[config.mk]
export PLATFORM = sky130hd
export DESIGN_NAME = ysyx_22050039_ctrl
export DESIGN_NICKNAME = d
export VERILOG_FILES = /design/src/rtl/ysyx_22050039_ctrl_pkg.sv /design/src/rtl/ysyx_22050039_ctrl_wdog.sv /design/src/rtl/ysyx_22050039_ctrl.sv
export SDC_FILE = /design/constraint.sdc
export NUM_CORES = 1
export LEC_CHECK = 0
export CAP_MARGIN = 10
export CORE_ASPECT_RATIO = 1.5
export CORE_MARGIN = 2
export CORE_UTILIZATION = 52
export CTS_CLUSTER_SIZE = 28
export DETAILED_ROUTE_END_ITERATION = 12
export PLACE_DENSITY = 0.87
export SLEW_MARGIN = 20
export SYNTH_ARGS = -nofsm -noshare
export SYNTH_HDL_FRONTEND = slang
export SYNTH_SLANG_ARGS = --single-unit
[constraint.sdc]
create_clock -name clk -period 9.12 [get_ports clk]
set_input_delay 1.368 -clock clk [delete_from_list [all_inputs] [get_ports clk]]
set_output_delay 1.368 -clock clk [all_outputs]
set_load 0.02 [all_outputs]
[src/rtl/ysyx_22050039_ctrl_pkg.sv]
// Shared state encoding and halt reasons for the multi-cycle core controller.
package ysyx_22050039_pkg;

  typedef enum logic [2:0] {
    S_FETCH     = 3'd0,
    S_WAIT_INST = 3'd1,
    S_DECODE    = 3'd2,
    S_MEM_REQ   = 3'd3,
    S_MEM_WAIT  = 3'd4,
    S_WB        = 3'd5,
    S_HALT      = 3'd6
  } state_e;

  localparam logic [1:0] HALT_EBREAK  = 2'd0;
  localparam logic [1:0] HALT_INVALID = 2'd1;
  localparam logic [1:0] HALT_TIMEOUT = 2'd2;

endpackage

[src/rtl/ysyx_22050039_ctrl_wdog.sv]
// Handshake watchdog: counts enabled cycles since the last clear and flags the
// TIMEOUT-th one, so the owner can give up in that same cycle.
module ysyx_22050039_Wdog #(
  parameter int TIMEOUT = 255
) (
  input  logic clk,
  input  logic rst,
  input  logic clr,
  input  logic en,
  output logic expired
);

  localparam int W = (TIMEOUT < 2) ? 1 : $clog2(TIMEOUT + 1);

  logic [W-1:0] cnt_q;
  logic [W-1:0] cnt_d;

  assign expired = en && (cnt_q >= W'(TIMEOUT - 1));

  always_comb begin
    cnt_d = cnt_q;
    if (clr)           cnt_d = '0;
    else if (en && !expired) cnt_d = cnt_q + W'(1);
  end

  always_ff @(posedge clk or posedge rst) begin
    if (rst) cnt_q <= '0;
    else     cnt_q <= cnt_d;
  end

endmodule

[src/rtl/ysyx_22050039_ctrl.sv]
// Multi-cycle instruction sequencer: fetch, decode, optional memory access,
// write-back, with per-handshake watchdog and cycle/retire counters.
module ysyx_22050039_ctrl
  import ysyx_22050039_pkg::*;
#(
  parameter int INST_LEN = 32,
  parameter int XLEN     = 64,
  parameter int REG_SEL  = 5,
  parameter int TIMEOUT  = 255
) (
  input  logic                clk,
  input  logic                rst,
  output logic                ifu_req_valid,
  input  logic                ifu_req_ready,
  input  logic                ifu_rsp_valid,
  input  logic [INST_LEN-1:0] ifu_rsp_inst,
  output logic [INST_LEN-1:0] inst,
  input  logic                is_load,
  input  logic                is_store,
  input  logic                is_ebreak,
  input  logic                is_invalid,
  input  logic [REG_SEL-1:0]  rd,
  output logic                mem_req_valid,
  output logic                mem_req_we,
  input  logic                mem_req_ready,
  input  logic                mem_rsp_valid,
  output logic                pc_wen,
  output logic                reg_wen,
  output logic                halt,
  output logic [1:0]          halt_code,
  output logic [XLEN-1:0]     cycle_cnt,
  output logic [XLEN-1:0]     instret_cnt
);

  state_e              state_q;
  logic [INST_LEN-1:0] inst_q;
  logic                store_q;
  logic                rd_nz_q;
  logic [1:0]          halt_code_q;
  logic [XLEN-1:0]     cycle_q;
  logic [XLEN-1:0]     instret_q;

  logic wd_en, wd_clr, wd_expired, hs_done;

  assign wd_en = (state_q == S_FETCH) || (state_q == S_WAIT_INST) ||
                 (state_q == S_MEM_REQ) || (state_q == S_MEM_WAIT);

  assign hs_done = ((state_q == S_FETCH)     && ifu_req_ready) ||
                   ((state_q == S_WAIT_INST) && ifu_rsp_valid) ||
                   ((state_q == S_MEM_REQ)   && mem_req_ready) ||
                   ((state_q == S_MEM_WAIT)  && mem_rsp_valid);

  // Clear on every exit so each waiting state starts its budget from zero.
  assign wd_clr = hs_done || wd_expired ||
                  (state_q == S_DECODE) || (state_q == S_WB);

  ysyx_22050039_Wdog #(.TIMEOUT(TIMEOUT)) u_wdog (
    .clk     (clk),
    .rst     (rst),
    .clr     (wd_clr),
    .en      (wd_en),
    .expired (wd_expired)
  );

  always_ff @(posedge clk or posedge rst) begin
    if (rst) begin
      state_q     <= S_FETCH;
      inst_q      <= '0;
      store_q     <= 1'b0;
      rd_nz_q     <= 1'b0;
      halt_code_q <= '0;
      cycle_q     <= '0;
      instret_q   <= '0;
    end else begin
      if (state_q != S_HALT) cycle_q <= cycle_q + XLEN'(1);
      case (state_q)
        S_FETCH: begin
          if (ifu_req_ready) state_q <= S_WAIT_INST;
          else if (wd_expired) begin
            state_q     <= S_HALT;
            halt_code_q <= HALT_TIMEOUT;
          end
        end
        S_WAIT_INST: begin
          if (ifu_rsp_valid) begin
            inst_q  <= ifu_rsp_inst;
            state_q <= S_DECODE;
          end else if (wd_expired) begin
            state_q     <= S_HALT;
            halt_code_q <= HALT_TIMEOUT;
          end
        end
        S_DECODE: begin
          store_q <= is_store;
          rd_nz_q <= (rd != '0);
          if (is_ebreak) begin
            state_q     <= S_HALT;
            halt_code_q <= HALT_EBREAK;
          end else if (is_invalid) begin
            state_q     <= S_HALT;
            halt_code_q <= HALT_INVALID;
          end else if (is_load || is_store) begin
            state_q <= S_MEM_REQ;
          end else begin
            state_q <= S_WB;
          end
        end
        S_MEM_REQ: begin
          if (mem_req_ready) state_q <= S_MEM_WAIT;
          else if (wd_expired) begin
            state_q     <= S_HALT;
            halt_code_q <= HALT_TIMEOUT;
          end
        end
        S_MEM_WAIT: begin
          if (mem_rsp_valid) state_q <= S_WB;
          else if (wd_expired) begin
            state_q     <= S_HALT;
            halt_code_q <= HALT_TIMEOUT;
          end
        end
        S_WB: begin
          instret_q <= instret_q + XLEN'(1);
          state_q   <= S_FETCH;
        end
        S_HALT:  state_q <= S_HALT;
        default: state_q <= S_FETCH;
      endcase
    end
  end

  // Reset parks the FSM in FETCH; the request itself waits for release.
  assign ifu_req_valid = (state_q == S_FETCH) && !rst;
  assign mem_req_valid = (state_q == S_MEM_REQ);
  assign mem_req_we    = (state_q == S_MEM_REQ) && store_q;
  assign pc_wen        = (state_q == S_WB);
  assign reg_wen       = (state_q == S_WB) && !store_q && rd_nz_q;
  assign halt          = (state_q == S_HALT);
  assign halt_code     = halt_code_q;
  assign inst          = inst_q;
  assign cycle_cnt     = cycle_q;
  assign instret_cnt   = instret_q;

endmodule

==> impl_metrics.json <==
{
  "run_status": "completed",
  "vias": 6378,
  "synthTopCellsByArea": "dfrtp_1 (55%), xor2_1 (7.9%), xnor2_1 (6.6%)",
  "cts_made_buffers": 17,
  "layout-drive-gt1-share": 0.0831,
  "area_growth_pct": 36.4,
  "rrSetupSlack_ns": 6.19,
  "die_h_microns": 156,
  "avgSynthCellArea_sq_um": 11.0,
  "post_cts_resized": 0,
  "rsz0062_at_grt": "no",
  "synth_edf_count": 0,
  "hold_depth": 1,
  "cp-end-kind": "primary output",
  "layout_common_cells": "clkdlybuf4s50_1 (214), dfrtp_1 (175), xor2_1 (72), nand2_1 (60), xnor2_1 (60)",
  "yosys_warnings": 0,
  "rows": 55,
  "antenna_cells": 0,
  "cts.clk_slew.worst_paths_ns": 0.07,
  "nets": 989,
  "synth_top_area_share": 0.549,
  "remaining_drc_errors": 0,
  "synth_fp_nets": 776,
  "clock_skew_ns": 0.0147,
  "globalplace.congestion": 0.878,
  "place_area_sq_um": 10300,
  "first_pass_iters": 4,
  "path_common_cell": "clkdlybuf4s50_1",
  "critPathArrivalTime_ns": 2.72,
  "critical_path.max_fanout": 2,
  "fillCellCount": 1007,
  "slowest_stage": "clkdlybuf4s50_1",
  "ant_nets": 0,
  "hold_start": "instret_cnt[63]",
  "ir_drop_mv": 0.181,
  "initialDrtViolationCount": 316,
  "final_area_sq_um": 10900,
  "grt_max_degree": 97,
  "crit_family": "buffers and inverters",
  "ys_seq_elements": 175,
  "critPathBufInv": 2,
  "hold_end": "instret_cnt[63]",
  "cts_buffer_depth": 2,
  "numPortBuffers": 214,
  "synthesis.area_sq_um": 7970,
  "dp_hpwl_microns": 13500,
  "yosys.area.top_type": "dfrtp_1",
  "async_reset_ff_frac": 1.00,
  "hold_class": "reg -> reg",
  "antenna_found_initial": 0,
  "setup_violations": 0,
  "ys_types": 43,
  "finalWirelength_microns": 19300,
  "max_freq_mhz": 245,
  "hold_buffers": 0,
  "clock_latency_ns": 0.42,
  "fin_crit_ns": 4.09,
  "grt_overflow": 0,
  "start_util": 0.529,
  "worst_setup_path_start_kind": "input port",
  "power-per-cell-area_nw_per_um2": 217,
  "max_stage_delay_ns": 0.65,
  "crit_required_ns": 7.75,
  "seq_area_frac_synth": 0.549,
  "post_cts_buffers": 0,
  "ctsRootBufferMaster": "clkbuf_16",
  "final_common_cell": "clkdlybuf4s50_1",
  "grt_usage": 0.240,
  "r2r-start": "state_q[0]",
  "fp.coreArea_sq_um": 15100,
  "multiInputGateArea_sq_um": 3420,
  "io_pins": 215,
  "die_area_sq_um": 16400,
  "worst_slew_pin_slew_ns": 0.841,
  "synthCells": 725,
  "synth_flop_cell": "dfrtp_1",
  "worstRegToRegCells": 6,
  "rr_endpoint": "cycle_cnt[50]",
  "hold_violations": 0,
  "cts_max_level": 4,
  "period_share": 0.448,
  "avgViaCountPerCell": 5.55,
  "p_leak_nw": 4.74,
  "maxCapViolCount": 0,
  "cts.sinks": 175,
  "crit_path_cell_trace": "clkdlybuf4s50_1, nor4_1, clkdlybuf4s50_1",
  "grt_pass1_wl_microns": 31700,
  "seq_area_sq_um": 4380,
  "dieWidth_microns": 105,
  "post_drt_wl_per_cell_microns": 16.7,
  "grt_pass1_vias": 6344,
  "relSlewSlack": 0.439,
  "path_class": "in -> out",
  "slew_violations": 0,
  "cts_tree": "yes",
  "fin_setup_tns_ns": 0
}
Yosys cell counts, types with 2 or more instances:
| library cell | instances |
|---|---|
| clkbuf_1 | 12 |
| mux2_2 | 33 |
| nor4b_1 | 4 |
| dfrtp_1 | 175 |
| nand4_1 | 40 |
| a21oi_1 | 7 |
| o22ai_1 | 2 |
| xor2_1 | 72 |
| buf_2 | 7 |
| nor2_1 | 47 |
| nor4_1 | 22 |
| and4_1 | 8 |
| o21ai_0 | 7 |
| nand2_1 | 60 |
| buf_1 | 2 |
| xnor2_1 | 60 |
| nand3_1 | 43 |
| nand2b_1 | 5 |
| and3_1 | 16 |
| inv_1 | 20 |
| or3_1 | 2 |
| nor3b_1 | 3 |
| nand3b_1 | 2 |
| a31oi_1 | 4 |
| nor3_1 | 43 |
| ha_1 | 4 |
| nand4_2 | 2 |
| nor4_2 | 5 |
| and2_1 | 4 |
per-stage QoR:
step	std cells	power, mW	hold slack [ns]	util	setup WS, ns
2_1_floorplan	725	1.37	0.485	-	3.01
3_3_place_gp	1118	1.65	0.456	0.683	5.02
3_5_place_dp	1118	1.67	0.459	0.683	5.03
4_1_cts	1150	2.38	0.471	0.721	5.01
5_1_grt	1150	2.48	0.481	0.722	4.93
6_report	1150	2.36	0.469	0.722	5.03
state kept, by name (all words and copies together) (netlist names):
name	count
instret_cnt	64
u_wdog.cnt_q	8
halt_code	2
rd_nz_q	1
store_q	1
state_q	3
cycle_cnt	64
inst	32
area by class of cell:
cell class,count,share of cell area
Tap cell,199,0.0229
Inverter,20,0.00736
Clock inverter,14,0.0130
Clock buffer,18,0.0404
Multi-Input combinational cell,508,0.315
Timing Repair Buffer,216,0.199
Sequential cell,175,0.403
worst max path at each step:
stage	start	to	slack [ns]	cells past startpoint
after floorplan	rst	cycle_cnt[0]	3.01	1
after global placement	rst	ifu_req_valid	5.02	3
after detailed placement	rst	ifu_req_valid	5.03	3
after CTS	rst	ifu_req_valid	5.01	3
after global routing	rst	ifu_req_valid	4.93	3
final	rst	ifu_req_valid	5.03	3
logic make-up after synthesis:
family,share of synthesized area
buffers and inverters,0.0218
DFF,0.549
and+or+nand+nor,0.208
xor gates and xnor gates,0.145
muxes,0.0479
adders and majority gates,0.00628
AOI/OAI and AO/OA,0.0220
metal layers:
metal / up-vias / GRT usage / share of wire
met5: - / 0 / 0
met4: 0 / 0.102 / 0.028
met3: 31 / 0.0568 / 0.049
met2: 209 / 0.408 / 0.53
met1: 3160 / 0.292 / 0.40
li1: 2978 / - / -
power by group:
part	leakage (nW)	switching [mW]	total [mW]	internal [mW]
clock	0.287	0.337	0.708	0.371
sequential	2.34	0.114	1.01	0.891
combinational	2.11	0.320	0.651	0.331
Power figures use the tool's default switching activity.
